## src/rtl/rob_commit_unit.sv

```systemverilog
// Commit stage at the head of the reorder buffer: retires completed
// instructions to the register file and turns an excepting head into a
// one-cycle flush, a CP0 exception report and a fixed drain window.
module rob_commit_unit #(
  parameter int DATA_WIDTH     = 32,
  parameter int REG_ADDR_WIDTH = 5,
  parameter int EXC_TYPE_WIDTH = 4,
  parameter int DRAIN_CYCLES   = 3
) (
  input  logic                      clk,
  input  logic                      rst,
  input  logic                      can_commit_in,
  input  logic                      commit_reg_write_en_in,
  input  logic [REG_ADDR_WIDTH-1:0] commit_reg_write_addr_in,
  input  logic [DATA_WIDTH-1:0]     commit_reg_write_data_in,
  input  logic [EXC_TYPE_WIDTH-1:0] commit_exception_type_in,
  input  logic                      commit_is_delayslot_in,
  input  logic [DATA_WIDTH-1:0]     commit_pc_in,
  input  logic                      commit_stall_in,
  output logic                      commit_en_out,
  output logic                      rf_write_en_out,
  output logic [REG_ADDR_WIDTH-1:0] rf_write_addr_out,
  output logic [DATA_WIDTH-1:0]     rf_write_data_out,
  output logic                      flush_out,
  output logic                      exc_valid_out,
  output logic [EXC_TYPE_WIDTH-1:0] exc_type_out,
  output logic [DATA_WIDTH-1:0]     exc_epc_out,
  output logic                      exc_is_delayslot_out,
  output logic                      busy_out,
  output logic [31:0]               retired_count_out
);

  typedef enum logic [1:0] {
    IDLE  = 2'd0,
    FLUSH = 2'd1,
    DRAIN = 2'd2
  } state_t;

  state_t     state;
  logic [3:0] drain_cnt;
  logic       has_exc;

  // A delay-slot instruction reports the PC of its branch (pc - 4), wrapping.
  function automatic logic [DATA_WIDTH-1:0] calc_epc(input logic [DATA_WIDTH-1:0] pc,
                                                     input logic ds);
    calc_epc = ds ? (pc - DATA_WIDTH'(4)) : pc;
  endfunction

  assign has_exc = (commit_exception_type_in != '0);

  // Pop strobe goes back to the ROB in the same cycle; held low during reset.
  assign commit_en_out = rst && (state == IDLE) && can_commit_in && !commit_stall_in;

  assign busy_out = (state != IDLE);

  // Commit state machine with all outputs registered.
  always_ff @(posedge clk or negedge rst) begin
    if (!rst) begin
      state                <= IDLE;
      drain_cnt            <= '0;
      rf_write_en_out      <= 1'b0;
      rf_write_addr_out    <= '0;
      rf_write_data_out    <= '0;
      flush_out            <= 1'b0;
      exc_valid_out        <= 1'b0;
      exc_type_out         <= '0;
      exc_epc_out          <= '0;
      exc_is_delayslot_out <= 1'b0;
      retired_count_out    <= '0;
    end else begin
      case (state)
        IDLE: begin
          flush_out <= 1'b0;
          if (commit_en_out) begin
            retired_count_out <= retired_count_out + 32'd1;
            if (!has_exc) begin
              // Writes to $zero are dropped here so the RF never sees them.
              rf_write_en_out   <= commit_reg_write_en_in && (commit_reg_write_addr_in != '0);
              rf_write_addr_out <= commit_reg_write_addr_in;
              rf_write_data_out <= commit_reg_write_data_in;
              exc_valid_out     <= 1'b0;
            end else begin
              rf_write_en_out      <= 1'b0;
              exc_valid_out        <= 1'b1;
              flush_out            <= 1'b1;
              exc_type_out         <= commit_exception_type_in;
              exc_is_delayslot_out <= commit_is_delayslot_in;
              exc_epc_out          <= calc_epc(commit_pc_in, commit_is_delayslot_in);
              state                <= FLUSH;
            end
          end else begin
            rf_write_en_out <= 1'b0;
            exc_valid_out   <= 1'b0;
          end
        end
        FLUSH: begin
          rf_write_en_out <= 1'b0;
          flush_out       <= 1'b0;
          exc_valid_out   <= 1'b0;
          drain_cnt       <= 4'(DRAIN_CYCLES);
          state           <= DRAIN;
        end
        DRAIN: begin
          rf_write_en_out <= 1'b0;
          flush_out       <= 1'b0;
          exc_valid_out   <= 1'b0;
          if (drain_cnt != '0) drain_cnt <= drain_cnt - 4'd1;
          if (drain_cnt <= 4'd1) state <= IDLE;
        end
        default: begin
          rf_write_en_out <= 1'b0;
          flush_out       <= 1'b0;
          exc_valid_out   <= 1'b0;
          state           <= IDLE;
        end
      endcase
    end
  end

endmodule

```

## config.mk

```make
export PLATFORM = sky130hd
export DESIGN_NAME = rob_commit_unit
export DESIGN_NICKNAME = d
export VERILOG_FILES = /design/src/rtl/rob_commit_unit.sv
export SDC_FILE = /design/constraint.sdc
export NUM_CORES = 1
export LEC_CHECK = 0
export CAP_MARGIN = 20
export CORE_MARGIN = 1
export CORE_UTILIZATION = 48
export CTS_CLUSTER_SIZE = 40
export DETAILED_ROUTE_END_ITERATION = 10
export PLACE_DENSITY = 0.84
export RECOVER_POWER = 25
export SLEW_MARGIN = 20
export SYNTH_ARGS = -nofsm -noshare
export SYNTH_HDL_FRONTEND = slang
export SYNTH_SLANG_ARGS = --single-unit
```

## constraint.sdc

```tcl
create_clock -name clk -period 3.8 [get_ports clk]
set_input_delay 0.57 -clock clk [delete_from_list [all_inputs] [get_ports clk]]
set_output_delay 0.57 -clock clk [all_outputs]
set_load 0.05 [all_outputs]
```

==> flow_metrics.tcl, run 1 <==
set metrics [dict create \
    outcome "complete, no violations" \
    path_clk_slew_ps 50 \
    dr.first_iter.drc_count 183 \
    synth_top_cell_area_share 0.557 \
    grt_util_all_layers 0.247 \
    syn_avg_cell_area_um2 11.3 \
    utilization 0.747 \
    cts_setup_buffers 0 \
    die_h_um 105 \
    finalHoldViolations 0 \
    required_ps 3230 \
    wl_um 12900 \
    core_area_mm2 0.0103 \
    cts_resized 0 \
    cts_buffers 17 \
    yosys_warnings 0 \
    ys.flop_type "dfrtp_1" \
    hp-class "input port to asynchronous set/reset pin" \
    post-route-cell-area_mm2 0.00772 \
    dr_total_vias 4214 \
    period_share 0.831 \
    postCtsHoldBufs 0 \
    place_congestion 0.853 \
    ant_nets 0 \
    maxSlewHeadroom 0.0626 \
    synth_seq_cells 114 \
    grt_pass1_vias 4374 \
    syn_nets 538 \
    grt_overflow 0 \
    wl_per_cell_um 16.1 \
    wl_met3_um 1040 \
    crit_chain "nor3_1 > nand2_1 > inv_1 > clkdlybuf4s50_1" \
    async_flop_share 1.00 \
    worstPathArrival_ps 2590 \
    worst_slew_pin_slew_ps 1410 \
    period_needed_ps 3160 \
    antenna_found_initial 0 \
    dp_cells 769 \
    synth_most_common_cell "dfrtp_1" \
    layout.nets 735 \
    grt_max_degree 60 \
    max_stage_delay_ps 880 \
    start_kind "flop" \
    dp_hpwl_um 9520 \
    cts_sinks 114 \
    tns_ps 0 \
    wl_met2_um 6360 \
    syn_area_mm2 0.00512 \
    clk_path_buf_depth 2 \
    max_freq_ghz 0.317 \
    endpoint_kind "primary output" \
    critPathTopFamily "buffers and inverters" \
    worst-path-buf-inv 2 \
    slowest_stage "clkdlybuf4s50_1" \
    power_density_mw_per_mm2 658 \
    finClkSkew_ps 10.5 \
    cts-htree-levels 4 \
    num_rows 37 \
    critical_path_class "flop to primary output" \
    drive_above_1_share 0.0707 \
    yosysTopAreaCell "dfrtp_1" \
    viasPerCell 5.26 \
    cap_violations 0 \
    fin_total_pwr_mw 5.08 \
    insertion_delay_ps 490 \
    antenna_cells 0 \
    placed_area_mm2 0.00715 \
    synthTopCellsByCount "dfrtp_1, nand2_1, mux2_1, xnor2_1" \
    ir_drop_uv 459 \
    cts-root-buf "clkbuf_8" \
    synth_edf_count 0 \
    die_x_um 105 \
    final_cells 801 \
    drc 0 \
    io_pins 190 \
    crit_fanout 10 \
    maxSlewViolCount 0 \
    wl_met1_um 5260 \
    synthTopCellsByArea "dfrtp_1, mux2_1, xnor2_1" \
    p_leak_nw 3.38 \
    grt_pass1_wl_um 21400 \
    area_delta_synth_final_pct 50.7 \
    die-area_mm2 0.0111 \
    highest_layer "met4" \
    cts_tree "done" \
    io_buffers 189 \
    setup_viol 0 \
    rsz0062_at_grt "false" \
    drt_pass1_iterations 4 \
    ys_seq_area_frac 0.557 \
    synth_cells 455 \
    synth_cell_types 46 \
    initial_core_util 0.496 \
]
## per-layer routing
layer	vias up	global-route usage
met5	-	0
met4	0	0.0865
met3	15	0.0878
met2	173	0.407
met1	2037	0.299
li1	1989	-
## layout make-up
| cell class | count | area (µm²) |
|---|---|---|
| flip-flops and latches | 114 | 2850 |
| fillers | 702 | 2610 |
| multi-input cells | 313 | 2150 |
| repair buffers | 195 | 1930 |
| clock buffers | 22 | 463 |
| well taps | 136 | 170 |
| clock inverters | 10 | 108 |
| inverters | 11 | 41.3 |
## flip-flops by register name, summed over array words and instances, names as in the netlist
name	cells
rf_write_data_out	32
exc_is_delayslot_out	1
exc_valid_out	1
rf_write_addr_out	5
retired_count_out	32
state	2
exc_epc_out	32
rf_write_en_out	1
drain_cnt	4
exc_type_out	4
## cell families (layout without fill, tap and decap cells)
family	count (synthesis)	in the layout	synth area share
xor+xnor	59	59	0.101
fa+ha+maj	4	4	0.00977
compound gates	49	49	0.0535
buf+inv	28	238	0.0237
flops	114	114	0.557
mux	37	37	0.0814
simple gates	164	164	0.174
## worst paths after layout
check	startpoint	endpoint	slack, ps	cells after the start
max	state[1]	commit_en_out	640	4
min	rst	retired_count_out[27]	250	2
max reg2reg	state[1]	exc_epc_out[27]	1560	8
min reg2reg	retired_count_out[31]	retired_count_out[31]	470	1
max in group asynchronous	rst	retired_count_out[21]	1710	3
min in group clk	retired_count_out[31]	retired_count_out[31]	470	1
## cell usage in the layout (no fill, tap or decap), drive strengths merged, types with 2 or more instances in the layout
master | Yosys | routed
clkbuf | 11 | 24
inv | 11 | 11
dfrtp | 114 | 114
mux2 | 37 | 37
buf | 6 | 5
o21ai | 35 | 35
or4 | 7 | 7
nand4b | 3 | 3
nand4 | 12 | 12
and2 | 3 | 3
nor4 | 7 | 7
nand3 | 19 | 19
clkdlybuf4s50 | 0 | 188
ha | 4 | 4
nor3 | 12 | 12
xor2 | 26 | 26
a21oi | 4 | 4
a22o | 3 | 3
clkinv | 0 | 5
and4 | 3 | 3
nand2 | 59 | 59
and3 | 10 | 10
xnor2 | 33 | 33
clkinvlp | 0 | 3
or3 | 5 | 5
nor2 | 16 | 16
bufinv | 0 | 2
## worst reg2reg max path, stage by stage, from the launching register on
cell and delay [ps]:
dfrtp_1 480, nor3_1 290, nand2_1 150, inv_1 310, nand2b_2 300, buf_4 320, inv_2 140, nor2_1 50
a31oi_1 120
## stage by stage
step | hold slack (ps) | setup WS (ps)
after floorplan | 274 | 1620
after global placement | 460 | 878
after detailed placement | 470 | 831
after CTS | 242 | 730
after global routing | 300 | 437
final | 247 | 641
## report_power, final
| part | leakage [nW] | internal (mW) | switching [mW] | total (mW) |
|---|---|---|---|---|
| combinational | 1.60 | 0.650 | 1.26 | 1.91 |
| clock | 0.277 | 0.978 | 0.524 | 1.50 |
| sequential | 1.50 | 1.48 | 0.185 | 1.67 |
| total | 3.38 | 3.11 | 1.97 | 5.08 |
Power figures use the tool's default switching activity.
==> run 2, diff against run 1 <==
CORE_UTILIZATION = 40   (was 48)
PLACE_DENSITY = 0.74   (was 0.84)
clock period = 2.7 ns   (was 3.8 ns; I/O delays follow)
==> run 2 against run 1 <==
  * Combinational power is 41% higher
  * Sequential share of layout area is 0.51 points lower
  * Clock skew is 4.6 ps lower
  * Non-clock buffer count is 9 higher
  * Critical path depth is 1 lower
  * Clock power is 41% higher
  * Core utilization is 11 points lower
  * Worst setup slack worse by 310 ps
  * Global-route usage is 3.1 points lower
  * Design area is 1.4% higher
  * Critical path type unchanged
  * Critical endpoint is now busy_out
  * Largest cell class unchanged
  * Largest power group unchanged
  * Highest routed layer unchanged
==> flow_metrics.tcl, run 2 (synthesized netlist as in run 1, its figures left out) <==
set metrics [dict create \
    r2r_slack_ps 570 \
    worst_slew_pin_slew_ps 1460 \
    p_leak_nw 3.43 \
    dp_cells 810 \
    io_buffers 189 \
    cts-htree-levels 4 \
    tns_ps 0 \
    grt_max_degree 59 \
    core_area_mm2 0.0123 \
    final_cells 841 \
    hp-class "input port to asynchronous set/reset pin" \
    rsz0062_at_grt "false" \
    wl_per_cell_um 15.7 \
    cts_buffers 17 \
    io_pins 190 \
    die_h_um 115 \
    max_freq_ghz 0.423 \
    finalHoldViolations 0 \
    antenna_found_initial 0 \
    num_rows 40 \
    endpoint_kind "primary output" \
    worstPathArrival_ps 1960 \
    final_cell_mix "clkdlybuf4s50_1, dfrtp_1, nand2_1" \
    period_needed_ps 2370 \
    die-area_mm2 0.0133 \
    initial_core_util 0.418 \
    largestRegisters "exc_epc_out: 32 flops, retired_count_out: 32 flops, rf_write_data_out: 32 flops" \
    drc 0 \
    power_density_mw_per_mm2 916 \
    path_clk_slew_ps 50 \
    crit_fanout 10 \
    insertion_delay_ps 410 \
    maxSlewViolCount 0 \
    period_share 0.876 \
    max_stage_delay_ps 790 \
    postCtsHoldBufs 0 \
    ir_drop_uv 543 \
    cts_tree "done" \
    finClkSkew_ps 5.92 \
    grt_pass1_wl_um 21800 \
    ant_nets 0 \
    dr_total_vias 4268 \
    cts_resized 0 \
    mostFrequentLayoutCell "clkdlybuf4s50_1" \
    maxSlewHeadroom 0.0297 \
    area_delta_synth_final_pct 52.8 \
    drive_above_1_share 0.0817 \
    fin_ws_ps 334 \
    grt_overflow 0 \
    antenna_cells 0 \
    busiest_layer "met2" \
    critical_path_class "flop to primary output" \
    grtUsageMet3 0.0880 \
    die_x_um 115 \
    drt_pass1_iterations 4 \
    grt_pass1_vias 4474 \
    required_ps 2300 \
    outcome "complete, no violations" \
    wl_um 13200 \
    layout.nets 744 \
    dr.first_iter.drc_count 216 \
    place_congestion 0.831 \
    cts-root-buf "clkbuf_16" \
    grt.met2_usage 0.373 \
    crit_chain "inv_1 > nand2_1 > clkdlybuf4s50_1" \
    slowest_stage "clkdlybuf4s50_1" \
    start_kind "flop" \
    grt_util_all_layers 0.216 \
    dp_slack_ps 119 \
    setup_viol 0 \
    dp_hpwl_um 9770 \
    utilization 0.638 \
    grt_util_met1 0.238 \
    clk_path_buf_depth 2 \
    cts_setup_buffers 0 \
    viasPerCell 5.07 \
    holdWs_ps 455 \
    cts_sinks 114 \
    cap_violations 0 \
]
## run 2: final timing paths
check / from / to / cells after the start
worst max-delay path: state[1] / busy_out / 3
worst min-delay path: rst / retired_count_out[30] / 2
worst max register to register: state[1] / rf_write_data_out[22] / 6
worst min register to register: retired_count_out[31] / retired_count_out[31] / 1
max in group asynchronous: rst / retired_count_out[8] / 3
min in group clk: retired_count_out[31] / retired_count_out[31] / 1
## run 2: layout make-up
class / count / area (µm²)
fillers: 1025 / 4440
repair buffers: 204 / 2010
well taps: 168 / 210
flip-flops and latches: 114 / 2850
multi-input cells: 313 / 2150
inverters: 11 / 41.3
clock inverters: 11 / 114
clock buffers: 20 / 447
## run 2: power by group
group | switching [mW] | internal (mW)
clock network | 0.759 | 1.36
logic | 1.78 | 0.920
registers | 0.257 | 2.09
## run 2: per-stage QoR
stage,power (mW),cell area (µm²)
after floorplan,4.00,5120
after global placement,5.02,7270
after detailed placement,5.08,7270
after CTS,7.24,7830
after global routing,7.49,7820
final,7.16,7820
## run 2: worst max-delay path, delay by kind of cell (launching register included)
kind          cells  cell delay (ps)
buf+inv           2              960
simple gates      1               90
flops             1              500
## run 2: metal layers
layer,vias to the layer above,wire [µm]
li1,1999,-
met1,2079,5160
met2,172,6590
met3,18,1280
met4,0,170
met5,-,0
==> run 3, diff against run 2 <==
CORE_UTILIZATION = 36   (was 40)
PLACE_DENSITY = 0.68   (was 0.74)
==> run 3 against run 2 <==
  * Sequential cell count unchanged
  * Clock skew about the same
  * Combinational power about the same
  * Core utilization shrank 6.5 points
  * Sequential power is essentially flat
  * Highest routed layer unchanged
==> flow_metrics.tcl, run 3 (synthesized netlist as in run 1, its figures left out) <==
set metrics [dict create \
    max_stage_delay_ps 810 \
    dp_hpwl_um 9450 \
    maxSlewViolCount 0 \
    grt_pass1_vias 4283 \
    grt_pass1_wl_um 20900 \
    swShare 0.370 \
    layout.nets 745 \
    grt_util_all_layers 0.184 \
    worst_slew_pin_slew_ps 1100 \
    drt_pass1_iterations 5 \
    viasPerCell 4.87 \
    critical_path_class "flop to primary output" \
    max_freq_ghz 0.418 \
    wl_per_cell_um 14.9 \
    cap_violations 0 \
    p_switching_mw 2.78 \
    io_buffers 189 \
    drc 0 \
    finalHoldViolations 0 \
    p_leak_nw 3.48 \
    cts_tree "done" \
    p_clk_frac 0.331 \
    critPathTopFamily "buffers and inverters" \
    hp-class "input port to asynchronous set/reset pin" \
    seq_power_share 0.310 \
    setup_viol 0 \
    num_rows 43 \
    insertion_delay_ps 400 \
    period_share 0.886 \
    worst-path-buf-inv 2 \
    clk_path_buf_depth 2 \
    cts_setup_buffers 0 \
    worstPathArrival_ps 1990 \
    internal_power_mw 4.74 \
    io_pins 190 \
    cts_buffers 17 \
    core_area_mm2 0.0139 \
    period_needed_ps 2390 \
    p_comb_frac 0.358 \
    area_delta_synth_final_pct 55.3 \
    grt_overflow 0 \
    ir_drop_uv 617 \
    dr_total_vias 4167 \
    largestRegisters "exc_epc_out: 32 flops, retired_count_out: 32 flops, rf_write_data_out: 32 flops" \
    outcome "complete, no violations" \
    antenna_found_initial 0 \
    dr.first_iter.drc_count 175 \
    finClkSkew_ps 6.07 \
    die_h_um 121 \
    drive_above_1_share 0.0874 \
    cts-htree-levels 4 \
    crit_chain "inv_1 > nand2_1 > clkdlybuf4s50_1" \
    crit_fanout 10 \
    cts-root-buf "clkbuf_16" \
    required_ps 2300 \
    place_congestion 0.776 \
    path_clk_slew_ps 50 \
    die-area_mm2 0.0147 \
    postCtsHoldBufs 0 \
    final_cell_mix "clkdlybuf4s50_1, dfrtp_1, nand2_1" \
    slowest_stage "clkdlybuf4s50_1" \
    cts_sinks 114 \
    wl_um 12800 \
    holdWs_ps 84.9 \
    mostFrequentLayoutCell "clkdlybuf4s50_1" \
    die_x_um 121 \
    grt_max_degree 79 \
    cts_resized 0 \
    endpoint_kind "primary output" \
    initial_core_util 0.369 \
    tns_ps 0 \
    start_kind "flop" \
    power_density_mw_per_mm2 945 \
    maxSlewHeadroom 0.269 \
    rsz0062_at_grt "false" \
    fillCellCount 1211 \
    ant_nets 0 \
    antenna_cells 0 \
]
-- run 3: cell count changes in the layout (fill, tap and decap cells not counted), sizes merged --
cell / before / now
clkbuf: 23 / 25
bufinv: 2 / 5
buf: 14 / 16
clkinv: 7 / 2
-- run 3: through the flow --
| stage | total power [mW] | worst slack [ps] | cell area, µm² | cells | util |
|---|---|---|---|---|---|
| global placement | 5.02 | 180 | 7290 | 823 | 0.526 |
| detailed placement | 5.08 | 137 | 7290 | 823 | 0.526 |
| CTS | 7.61 | 294 | 7960 | 855 | 0.573 |
| finish | 7.52 | 309 | 7950 | 855 | 0.573 |
| global route | 7.86 | 180 | 7950 | 855 | 0.573 |
| floorplan | 4.00 | 622 | 5120 | 455 | - |
-- run 3: routing by layer --
| layer | global-route usage | routed length [µm] | share of wire |
|---|---|---|---|
| met1 | 0.211 | 5220 | 0.41 |
| met3 | 0.0634 | 677 | 0.053 |
| met5 | 0 | 0 | 0 |
| met4 | 0.0640 | 164 | 0.013 |
| met2 | 0.318 | 6710 | 0.53 |
-- run 3: layout make-up --
class	count	area (µm²)	area share
Timing Repair Buffer	205	2020	0.253
Sequential cell	114	2850	0.359
Clock inverter	9	175	0.0220
Clock buffer	23	488	0.0613
Inverter	11	41.3	0.00519
Multi-Input combinational cell	313	2160	0.271
Tap cell	180	225	0.0283
-- run 3: path summary, 6_finish.rpt --
kind | from | end | slack, ps | cells past startpoint
min in group clk | retired_count_out[31] | retired_count_out[31] | 470 | 1
worst min-delay path | rst | rf_write_data_out[26] | 80 | 2
worst max-delay path | state[1] | busy_out | 310 | 3
max in group asynchronous | rst | exc_epc_out[4] | 1110 | 3
worst max register to register | state[1] | retired_count_out[16] | 640 | 5
worst min register to register | retired_count_out[31] | retired_count_out[31] | 470 | 1
-- run 3: power groups by stage --
stage	combinational, mW	clock (mW)	sequential, mW
final	2.69	2.49	2.33
after global routing	2.84	2.64	2.39
after CTS	2.73	2.55	2.34
after detailed placement	2.72	0	2.36
after global placement	2.68	0	2.34
after floorplan	0.460	0	3.54
-- run 3: worst register-to-register path, delay by kind of cell (launching register included) --
kind / cells / cell delay, ps
flops: 1 / 480
xor+xnor: 1 / 150
simple gates: 4 / 1350
